## config.mk

```make
export PLATFORM = sky130hd
export DESIGN_NAME = subtractor16b_pipe
export DESIGN_NICKNAME = d
export VERILOG_FILES = /design/src/rtl/sub_pkg.sv /design/src/rtl/ks_prefix_level.sv /design/src/rtl/subtractor16b_pipe.sv
export SDC_FILE = /design/constraint.sdc
export NUM_CORES = 1
export LEC_CHECK = 0
export BUFFER_PORTS_ARGS = -buffer_cell sky130_fd_sc_hd__buf_2
export CAP_MARGIN = 25
export CELL_PAD_IN_SITES_DETAIL_PLACEMENT = 1
export CELL_PAD_IN_SITES_GLOBAL_PLACEMENT = 2
export CORE_UTILIZATION = 35
export CTS_BUF_LIST = sky130_fd_sc_hd__clkbuf_4 sky130_fd_sc_hd__clkbuf_8 sky130_fd_sc_hd__clkbuf_16
export CTS_CLUSTER_SIZE = 16
export DETAILED_ROUTE_END_ITERATION = 10
export PLACE_DENSITY_LB_ADDON = 0.1
export SYNTH_ARGS = -nofsm -noshare
export SYNTH_HDL_FRONTEND = slang
export SYNTH_HIERARCHICAL = 1
export SYNTH_SLANG_ARGS = --single-unit
```

## constraint.sdc

```tcl
create_clock -name clk -period 2.2 [get_ports clk]
set_input_delay 0.11 -clock clk [delete_from_list [all_inputs] [get_ports clk]]
set_output_delay 0.11 -clock clk [all_outputs]
set_load 0.01 [all_outputs]
```

## src/rtl/sub_pkg.sv

```systemverilog
// Shared constants, generate/propagate type and prefix operator for the
// pipelined Kogge-Stone subtractor.
package sub_pkg;

    localparam int SUB_WIDTH = 16;
    localparam int SUB_LOG2W = 4;

    typedef struct packed {
        logic g;
        logic p;
    } gp_t;

    // The higher-order group absorbs the lower one.
    function automatic gp_t gp_combine(input gp_t hi, input gp_t lo);
        gp_t r;
        r.g = hi.g | (hi.p & lo.g);
        r.p = hi.p & lo.p;
        return r;
    endfunction

endpackage

```

## src/rtl/ks_prefix_level.sv

```systemverilog
// One Kogge-Stone prefix level: each bit i >= DIST merges with bit i-DIST.
module ks_prefix_level
    import sub_pkg::*;
#(
    parameter int WIDTH = SUB_WIDTH,
    parameter int DIST  = 1
) (
    input  gp_t [WIDTH-1:0] i_gp,
    output gp_t [WIDTH-1:0] o_gp
);

    for (genvar i = 0; i < WIDTH; i++) begin : g_bit
        if (i >= DIST) begin : g_merge
            assign o_gp[i] = gp_combine(i_gp[i], i_gp[i-DIST]);
        end else begin : g_pass
            assign o_gp[i] = i_gp[i];
        end
    end

endmodule

```

## src/rtl/subtractor16b_pipe.sv

```systemverilog
// Three-stage A - B - bin subtractor built on a Kogge-Stone carry network.
// Define SUB16_SIGNED_OVF_EN to add the signed-overflow flag on ovf.
module subtractor16b_pipe
    import sub_pkg::*;
#(
    parameter int WIDTH = SUB_WIDTH,
    parameter int LOG2W = SUB_LOG2W
) (
    input  logic             clk,
    input  logic             rst_n,
    input  logic [WIDTH-1:0] A,
    input  logic [WIDTH-1:0] B,
    input  logic             bin,
    input  logic             in_valid,
    output logic             in_ready,
    output logic [WIDTH:0]   D,
    output logic             out_valid,
    input  logic             out_ready,
    output logic             ovf
);

    localparam int L1 = (LOG2W + 1) / 2;

    logic                        w_adv;
    logic [3:1]                  r_vld_pipe;
    gp_t  [WIDTH-1:0]            w_gp0;
    logic [WIDTH-1:0]            w_hs;
    gp_t  [LOG2W:0][WIDTH-1:0]   w_lvl;
    logic [WIDTH-1:0]            w_gfin;
    logic [WIDTH-1:0]            w_c;
    logic [WIDTH-1:0]            w_sum;
    logic [WIDTH-1:0]            w_unused_p;

    gp_t  [WIDTH-1:0]            r_s1_gp;
    logic [WIDTH-1:0]            r_s1_hs;
    logic                        r_s1_cin;
    gp_t  [WIDTH-1:0]            r_s2_gp;
    logic [WIDTH-1:0]            r_s2_hs;
    logic                        r_s2_cin;
    logic [WIDTH:0]              r_d;

    assign w_adv     = out_ready | ~r_vld_pipe[3];
    assign in_ready  = w_adv;
    assign out_valid = r_vld_pipe[3];
    assign D         = r_d;

    // A - B - bin == A + ~B + ~bin; the carry-in is folded into bit 0's generate.
    always_comb begin
        for (int i = 0; i < WIDTH; i++) begin
            w_gp0[i].g = A[i] & ~B[i];
            w_gp0[i].p = A[i] ^ ~B[i];
            w_hs[i]    = A[i] ^ ~B[i];
        end
        w_gp0[0].g = (A[0] & ~B[0]) | ((A[0] ^ ~B[0]) & ~bin);
    end

    assign w_lvl[0] = r_s1_gp;

    for (genvar k = 0; k < LOG2W; k++) begin : g_lvl
        if (k == L1) begin : g_from_s2
            ks_prefix_level #(.WIDTH(WIDTH), .DIST(1 << k)) u_lvl (
                .i_gp (r_s2_gp),
                .o_gp (w_lvl[k+1])
            );
        end else begin : g_from_prev
            ks_prefix_level #(.WIDTH(WIDTH), .DIST(1 << k)) u_lvl (
                .i_gp (w_lvl[k]),
                .o_gp (w_lvl[k+1])
            );
        end
    end

    always_comb begin
        for (int i = 0; i < WIDTH; i++) begin
            w_gfin[i]     = w_lvl[LOG2W][i].g;
            w_unused_p[i] = w_lvl[LOG2W][i].p;
        end
    end

    assign w_c   = {w_gfin[WIDTH-2:0], r_s2_cin};
    assign w_sum = r_s2_hs ^ w_c;

    always_ff @(posedge clk) begin
        if (!rst_n) begin
            r_vld_pipe <= '0;
            r_s1_gp    <= '0;
            r_s1_hs    <= '0;
            r_s1_cin   <= 1'b0;
            r_s2_gp    <= '0;
            r_s2_hs    <= '0;
            r_s2_cin   <= 1'b0;
            r_d        <= '0;
        end else if (w_adv) begin
            r_vld_pipe <= {r_vld_pipe[2:1], in_valid};
            r_s1_gp    <= w_gp0;
            r_s1_hs    <= w_hs;
            r_s1_cin   <= ~bin;
            r_s2_gp    <= w_lvl[L1];
            r_s2_hs    <= r_s1_hs;
            r_s2_cin   <= r_s1_cin;
            r_d        <= {~w_gfin[WIDTH-1], w_sum};
        end
    end

`ifdef SUB16_SIGNED_OVF_EN
    logic r_s1_amsb;
    logic r_s2_amsb;
    logic r_ovf;

    // Operand signs differ exactly when the half-sum MSB (a ^ ~b) is 0.
    always_ff @(posedge clk) begin
        if (!rst_n) begin
            r_s1_amsb <= 1'b0;
            r_s2_amsb <= 1'b0;
            r_ovf     <= 1'b0;
        end else if (w_adv) begin
            r_s1_amsb <= A[WIDTH-1];
            r_s2_amsb <= r_s1_amsb;
            r_ovf     <= ~r_s2_hs[WIDTH-1] & (w_sum[WIDTH-1] != r_s2_amsb);
        end
    end

    assign ovf = r_ovf;
`else
    assign ovf = 1'b0;
`endif

endmodule

```

==> impl_results.rst, run 1 <==
.. list-table::
   :header-rows: 1

   * - Metric
     - Value
   * - RR Startpoint
     - r_vld_pipe[3]$_SDFFE_PN0P_
   * - Synth-to-Final Area Change
     - 11.5%
   * - Reg-to-reg setup timing slack
     - 0.90 ns
   * - Ant diodes
     - 0
   * - CTS buffer count
     - 9
   * - Count of warnings emitted by yosys
     - 6
   * - Fraction of layout cells with a size suffix above 1
     - 14.4%
   * - End point of the critical path
     - in_ready
   * - Number of cells traversed by the worst register-to-register path
     - 5
   * - Height of the die
     - about 120 um
   * - Maximum fanout count along the critical path
     - between 100 and 150
   * - IO Port Bufs
     - 55
   * - Number of buffers on the longest clock path
     - 2
   * - TritonCTS sink count
     - 98
   * - # IOs
     - 57
   * - Worst setup path start
     - r_vld_pipe[3]$_SDFFE_PN0P_
   * - Startpoint of the lowest-slack hold path
     - in_valid
   * - Run status
     - finished clean
   * - Sum of net half-perimeters after detailed placement
     - 7250 um
   * - Clock-pin slew of the registers on the worst-case setup and hold paths
     - 0.07 ns
   * - Global-route wire length before repair
     - between 15000 and 20000 um
   * - Largest net degree at the start of global routing
     - about 120
   * - Number of H-tree levels
     - 3
   * - DRC violations left
     - 0
   * - Total track usage
     - between 10% and 20%
   * - Clock insertion delay at the later pin of the skew report
     - 0.35 ns
   * - Number of nets in the layout
     - roughly 630
   * - Wire length reported by the detailed router
     - roughly 11000 um
   * - Dpl ws
     - roughly 0.90 ns
   * - Tcrit/Tclk final
     - between 70% and 80%
   * - Total count of max-transition violations in the final report
     - 0
   * - Final standard cell area without fillers
     - approximately 5200 sq um
   * - Clock root buffer master
     - sky130_fd_sc_hd__clkbuf_16
   * - CP Launch Type
     - flip-flop
   * - Post-detailed-route via-to-cell ratio
     - approximately 4.7
   * - Post-route clock skew
     - 0.00529 ns
   * - Die area
     - around 14000 sq um
   * - Placer's final routability congestion estimate
     - 0.759
   * - Netlist area before placement
     - about 4700 sq um
   * - Required arrival time at the worst endpoint
     - between 2 and 2.5 ns
   * - Synthesized netlist net count
     - slightly above 600
   * - # Max-Cap Violations
     - 0
   * - Number of instances in the synthesized netlist
     - around 560
   * - Crit Path Category
     - reg2out
   * - Buffer count from post-CTS setup fixing
     - 0
   * - Row count
     - just over 40
   * - Maximum clock frequency
     - 621 MHz
   * - Die Wd
     - 118 um
   * - Initial core utilization
     - roughly 36%
   * - Synthesized area per cell
     - about 8.4 sq um
   * - Maximum vdd ir drop
     - 0.000430 V
   * - Instance area at placement
     - about 4900 sq um
   * - Data arrival time of the worst path
     - 1.50 ns
   * - Post-route setup slack
     - between 0.5 and 0.6 ns
   * - Capture instance of the worst register-to-register path
     - D[9]$_SDFFE_PN0P_
   * - Via count of the first global-routing pass
     - 3630
   * - Number of fillers in the final layout
     - roughly 1.6k
   * - Static leakage
     - between 2 and 3 nW
   * - Floorplan core area
     - roughly 13000 sq um
   * - Class of the tightest hold or removal check
     - in2reg
   * - Clock tree from TritonCTS
     - built
   * - CP Capture Type
     - primary output
   * - Ratio of total power to cell area
     - roughly 740 nW/um^2
   * - Antenna Nets Post-Route
     - 0
   * - Remaining global-route overflow
     - 0
   * - Routed vias
     - between 3k and 4k
   * - Detailed router's first-iteration violation count
     - between 100 and 150
   * - Resize count post-CTS
     - 0
   * - Total count of hold-check failures in the final report
     - 0
   * - Time the worst path needs with I/O delays and setup
     - 1.61 ns
   * - Number of detailed-route iterations in the first pass
     - 4
   * - Final count of negative-setup-slack endpoints
     - 0
   * - Post-cts hold buffer count
     - 0
   * - RSZ-0062 raised after global routing
     - no
   * - Post-detailed-route wirelength per cell
     - 14.3 um
   * - Initial antenna violation count
     - 0
   * - Setup tns final
     - 0 ns
[final cells by class]
cell class              count  area (sq um)  share of cell area, %
clock inverters             4          25.0                  0.480
clock buffers              12           267                   5.11
inverters                  18          68.8                   1.32
multi-input cells         391          2330                   44.6
flip-flops and latches     98          1960                   37.6
well taps                 172           215                   4.13
repair buffers             60           350                   6.72
[through the flow]
| step | power (mW) | hold slack (ns) | cells | utilization, % |
|---|---|---|---|---|
| floorplan | 2.25 | 0.249 | 556 | - |
| global placement | 2.37 | 0.359 | 739 | 38.4 |
| detailed placement | 2.38 | 0.376 | 739 | 38.4 |
| CTS | 3.93 | 0.00113 | 755 | 40.7 |
| global route | 4.06 | 0.0154 | 755 | 40.7 |
| finish | 3.87 | 0.0108 | 755 | 40.7 |
[worst max-delay path, stage by stage, from the launching register on]
cell and delay, ns:
sky130_fd_sc_hd__dfxtp_1 0.31, sky130_fd_sc_hd__nor2b_4 0.13, sky130_fd_sc_hd__clkinv_2 0.06, sky130_fd_sc_hd__buf_12 0.38, sky130_fd_sc_hd__buf_2 0.22
[registers in the layout, indices dropped and copies added, names as in the netlist]
signal      flops
r_s2_hs        16
D              17
r_s2_cin        1
r_s1_cin        1
r_s2_gp        28
r_s1_gp        17
r_s1_hs        15
r_vld_pipe      3
[metal layers]
layer,track usage (%),part of all wire [%]
met5,0,0
met4,6.97,1.7
met3,2.91,2.5
met2,25.0,42
met1,22.9,54
[placed cells by master, fill, tap and decap left out]
cell type                    instances
sky130_fd_sc_hd__inv_1              17
sky130_fd_sc_hd__buf_12              3
sky130_fd_sc_hd__and2_1             28
sky130_fd_sc_hd__xnor2_1            16
sky130_fd_sc_hd__buf_4               2
sky130_fd_sc_hd__nor2b_4             1
sky130_fd_sc_hd__ha_1               16
sky130_fd_sc_hd__buf_2              55
sky130_fd_sc_hd__clkbuf_16           9
sky130_fd_sc_hd__nand2_1           158
sky130_fd_sc_hd__o21a_1              1
sky130_fd_sc_hd__a21oi_1            18
sky130_fd_sc_hd__dfxtp_1            98
sky130_fd_sc_hd__o21ai_0            17
sky130_fd_sc_hd__a21boi_0           11
sky130_fd_sc_hd__a21o_1             49
sky130_fd_sc_hd__clkinvlp_4          2
sky130_fd_sc_hd__clkinv_2            3
sky130_fd_sc_hd__o211a_1             2
sky130_fd_sc_hd__a21boi_1           67
sky130_fd_sc_hd__conb_1              1
sky130_fd_sc_hd__and2_2              6
sky130_fd_sc_hd__clkbuf_8            3
[worst min-delay path by stage]
stage,to,cells after the start
finish,r_vld_pipe[1]$_SDFFE_PN0P_,3
floorplan,r_vld_pipe[1]$_SDFFE_PN0P_,2
detailed placement,r_vld_pipe[1]$_SDFFE_PN0P_,3
CTS,r_vld_pipe[1]$_SDFFE_PN0P_,3
global placement,r_vld_pipe[1]$_SDFFE_PN0P_,3
global route,r_vld_pipe[1]$_SDFFE_PN0P_,3
[power breakdown]
group          switching (mW)  internal, mW  leakage, nW
clock                   0.682         0.856        0.141
sequential             0.0855          1.87        0.804
combinational           0.191         0.185         1.57
total                   0.958          2.91         2.52
Note: power is estimated with default switching activity, not from simulation.
==> run 2, diff against run 1 <==
Settings changed: CORE_UTILIZATION 35 to 32.
Clock period 2.2 ns to 1.4 ns, I/O delays scaled along.
==> run 2 against run 1 <==
Worst setup slack got worse by 0.50 ns. Sequential cell count did not move. Clock-buffer cell count rose by 2. Hold slack improved by 0.016 ns. Clock power rose by 68%. Non-clock buffer count rose by 6. Combinational power rose by 64%. Largest cell class unchanged. Global-route usage fell by 0.79 points. Critical endpoint unchanged. Die area rose by 9.2%. Critical path type unchanged. Total power rose by 62%. First-iteration DRC count rose by 51%.
==> impl_results.rst, run 2 (synthesis gave the netlist of run 1 again) <==
.. list-table::
   :header-rows: 1

   * - Metric
     - Value
   * - Detailed router's first-iteration violation count
     - 168 (+51%)
   * - Clock insertion delay at the later pin of the skew report
     - 0.34 ns (about the same)
   * - Post-route setup slack
     - 0.0901 ns (-0.501 ns)
   * - Static leakage
     - 2.58 nW (+2.6%)
   * - Run status
     - finished clean
   * - Die area
     - 15100 sq um (+9.2%)
   * - Crit Path Category
     - reg2out
   * - Wire length on met2
     - 4740 um (+4.1%)
   * - CP Capture Type
     - primary output
   * - Final count of negative-setup-slack endpoints
     - 0 (unchanged)
   * - Largest net degree at the start of global routing
     - 99 (-16%)
   * - Total count of max-transition violations in the final report
     - 0 (unchanged)
   * - Total track usage
     - 15.7% (-0.79 points)
   * - Number of nets in the layout
     - 637 (+0.95%)
   * - Met1 wire length
     - 6080 um (+4.7%)
   * - Total count of hold-check failures in the final report
     - 0 (unchanged)
   * - TritonCTS sink count
     - 98 (unchanged)
   * - Post-route clock skew
     - 0.00775 ns (+0.00247 ns)
   * - Worst setup path start
     - r_vld_pipe[3]$_SDFFE_PN0P_
   * - DRC violations left
     - 0 (unchanged)
   * - Commonest non-fill, non-tap cells in the layout
     - 158 x sky130_fd_sc_hd__nand2_1, 98 x sky130_fd_sc_hd__dfxtp_1, 67 x sky130_fd_sc_hd__a21boi_1, 55 x sky130_fd_sc_hd__buf_2, 49 x sky130_fd_sc_hd__a21o_1
   * - IO Port Bufs
     - 55 (unchanged)
   * - Class of the tightest hold or removal check
     - in2reg
   * - Initial core utilization
     - 33.2% (-3.3 points)
   * - Wire length reported by the detailed router
     - 11200 um (+4.0%)
   * - Placer's final routability congestion estimate
     - 0.694 (-8.5%)
   * - Required arrival time at the worst endpoint
     - 1.33 ns (-0.76 ns)
   * - Flip-flop count of the largest register, all copies and words added
     - 28 (unchanged)
   * - Startpoint of the lowest-slack hold path
     - bin
   * - Number of detailed-route iterations in the first pass
     - 4 (unchanged)
   * - Number of H-tree levels
     - 3 (unchanged)
   * - Initial antenna violation count
     - 0 (unchanged)
   * - WL met3
     - 237 um (-13%)
   * - Tcrit/Tclk final
     - between 90% and 100%
   * - CTS buffer count
     - 9 (unchanged)
   * - Synth-to-Final Area Change
     - 14.0%
   * - Global-route wire length before repair
     - 18300 um (+0.22%)
   * - Die Wd
     - 123 um (+4.5%)
   * - Fraction of layout cells with a size suffix above 1
     - 15.1% (+0.70 points)
   * - Number of buffers on the longest clock path
     - 2 (unchanged)
   * - Clock root buffer master
     - sky130_fd_sc_hd__clkbuf_16
   * - Leading cell type in the layout, fill and taps excluded
     - sky130_fd_sc_hd__nand2_1
   * - Number of fillers in the final layout
     - 1701 (+9.5%)
   * - RR Startpoint
     - r_vld_pipe[3]$_SDFFE_PN0P_
   * - Clock tree from TritonCTS
     - built
   * - Setup tns final
     - 0 ns (unchanged)
   * - CP Launch Type
     - flip-flop
   * - Remaining global-route overflow
     - 0 (unchanged)
   * - Routed vias
     - 3598 (+0.93%)
   * - Height of the die
     - 123 um (+4.5%)
   * - Maximum vdd ir drop
     - 0.000568 V (+32%)
   * - Top routing layer used
     - met4
   * - # Max-Cap Violations
     - 0 (unchanged)
   * - Clock-pin slew of the registers on the worst-case setup and hold paths
     - 0.07 ns (about the same)
   * - Post-detailed-route via-to-cell ratio
     - 4.68 (-0.91%)
   * - RSZ-0062 raised after global routing
     - no
   * - # IOs
     - 57 (unchanged)
   * - Sum of net half-perimeters after detailed placement
     - 7420 um (+2.3%)
   * - Row count
     - 43 (+4.9%)
   * - Antenna Nets Post-Route
     - 0 (unchanged)
   * - Maximum clock frequency
     - roughly 760 MHz
   * - Post-detailed-route wirelength per cell
     - 14.6 um (+2.1%)
   * - Data arrival time of the worst path
     - 1.24 ns (-0.26 ns)
   * - Ratio of total power to cell area
     - 1180 nW/um^2 (+58%)
   * - Dpl ws
     - 0.0994 ns (-0.804 ns)
   * - Ant diodes
     - 0 (unchanged)
   * - Via count of the first global-routing pass
     - 3592 (-1.0%)
   * - Floorplan core area
     - 14100 sq um (+9.9%)
   * - Maximum fanout count along the critical path
     - 30 (-74%)
   * - Time the worst path needs with I/O delays and setup
     - 1.31 ns
   * - Register containing the most flip-flops in the final layout
     - r_s2_gp
run 2: cell types whose count changed in the layout (fill, tap and decap cells not counted), moves of 2 or more:
cell                         delta
sky130_fd_sc_hd__clkinv_2       -2
sky130_fd_sc_hd__clkinvlp_4     -2
sky130_fd_sc_hd__clkbuf_4       +3
sky130_fd_sc_hd__buf_12         +2
sky130_fd_sc_hd__buf_4          +2
run 2: final timing paths:
check,slack (ns),end,cells past startpoint
setup / recovery,0.09,in_ready,4
hold / removal,0.03,r_s1_cin$_SDFFE_PN0P_,3
setup reg to reg,0.21,r_s1_gp[19]$_SDFFE_PN0P_,5
hold reg to reg,0.45,r_vld_pipe[1]$_SDFFE_PN0P_,2
run 2: through the flow:
step / cells / util, % / area [sq um] / hold slack [ns] / total power [mW]
2_1_floorplan: 556 / - / 4680 / 0.209 / 3.54
3_3_place_gp: 750 / 35.3 / 4980 / 0.318 / 3.74
3_5_place_dp: 750 / 35.3 / 4980 / 0.330 / 3.75
4_1_cts: 768 / 37.7 / 5310 / 0.0128 / 6.36
5_1_grt: 769 / 37.8 / 5340 / 0.0439 / 6.60
6_report: 769 / 37.8 / 5340 / 0.0269 / 6.27
run 2: worst max-delay path, stage by stage (launching register included):
cell and delay (ns):
sky130_fd_sc_hd__dfxtp_1 0.33, sky130_fd_sc_hd__nor2b_4 0.17, sky130_fd_sc_hd__inv_4 0.08, sky130_fd_sc_hd__buf_12 0.16, sky130_fd_sc_hd__buf_2 0.15
run 2: area by class of cell:
class | instances | area [sq um] | area share [%]
multi-input combinational | 391 | 2330 | 43.6
tap | 180 | 225 | 4.22
sequential | 98 | 1960 | 36.8
clock inverter | 2 | 35.0 | 0.657
timing repair buffer | 66 | 440 | 8.26
clock buffer | 14 | 275 | 5.16
inverter | 18 | 70.1 | 1.31
run 2: repair_timing:
item	4_1_cts	5_1_grt
endpoints found under the setup margin	1	1
endpoints found under the hold margin	1	0
buffers inserted	1	0
gates resized for setup	0	1
cloned	0	1
pin swaps	0	0
hold buffers	1	0
run 2: power breakdown:
part | switching, mW | leakage (nW) | internal, mW
combinational | 0.313 | 1.62 | 0.305
sequential | 0.132 | 0.804 | 2.94
clock | 1.04 | 0.157 | 1.54
run 2: per-layer routing:
layer | vias up | global-route usage (%)
met5 | - | 0
met2 | 48 | 23.0
li1 | 1855 | -
met1 | 1684 | 22.6
met4 | 0 | 6.63
met3 | 11 | 2.68
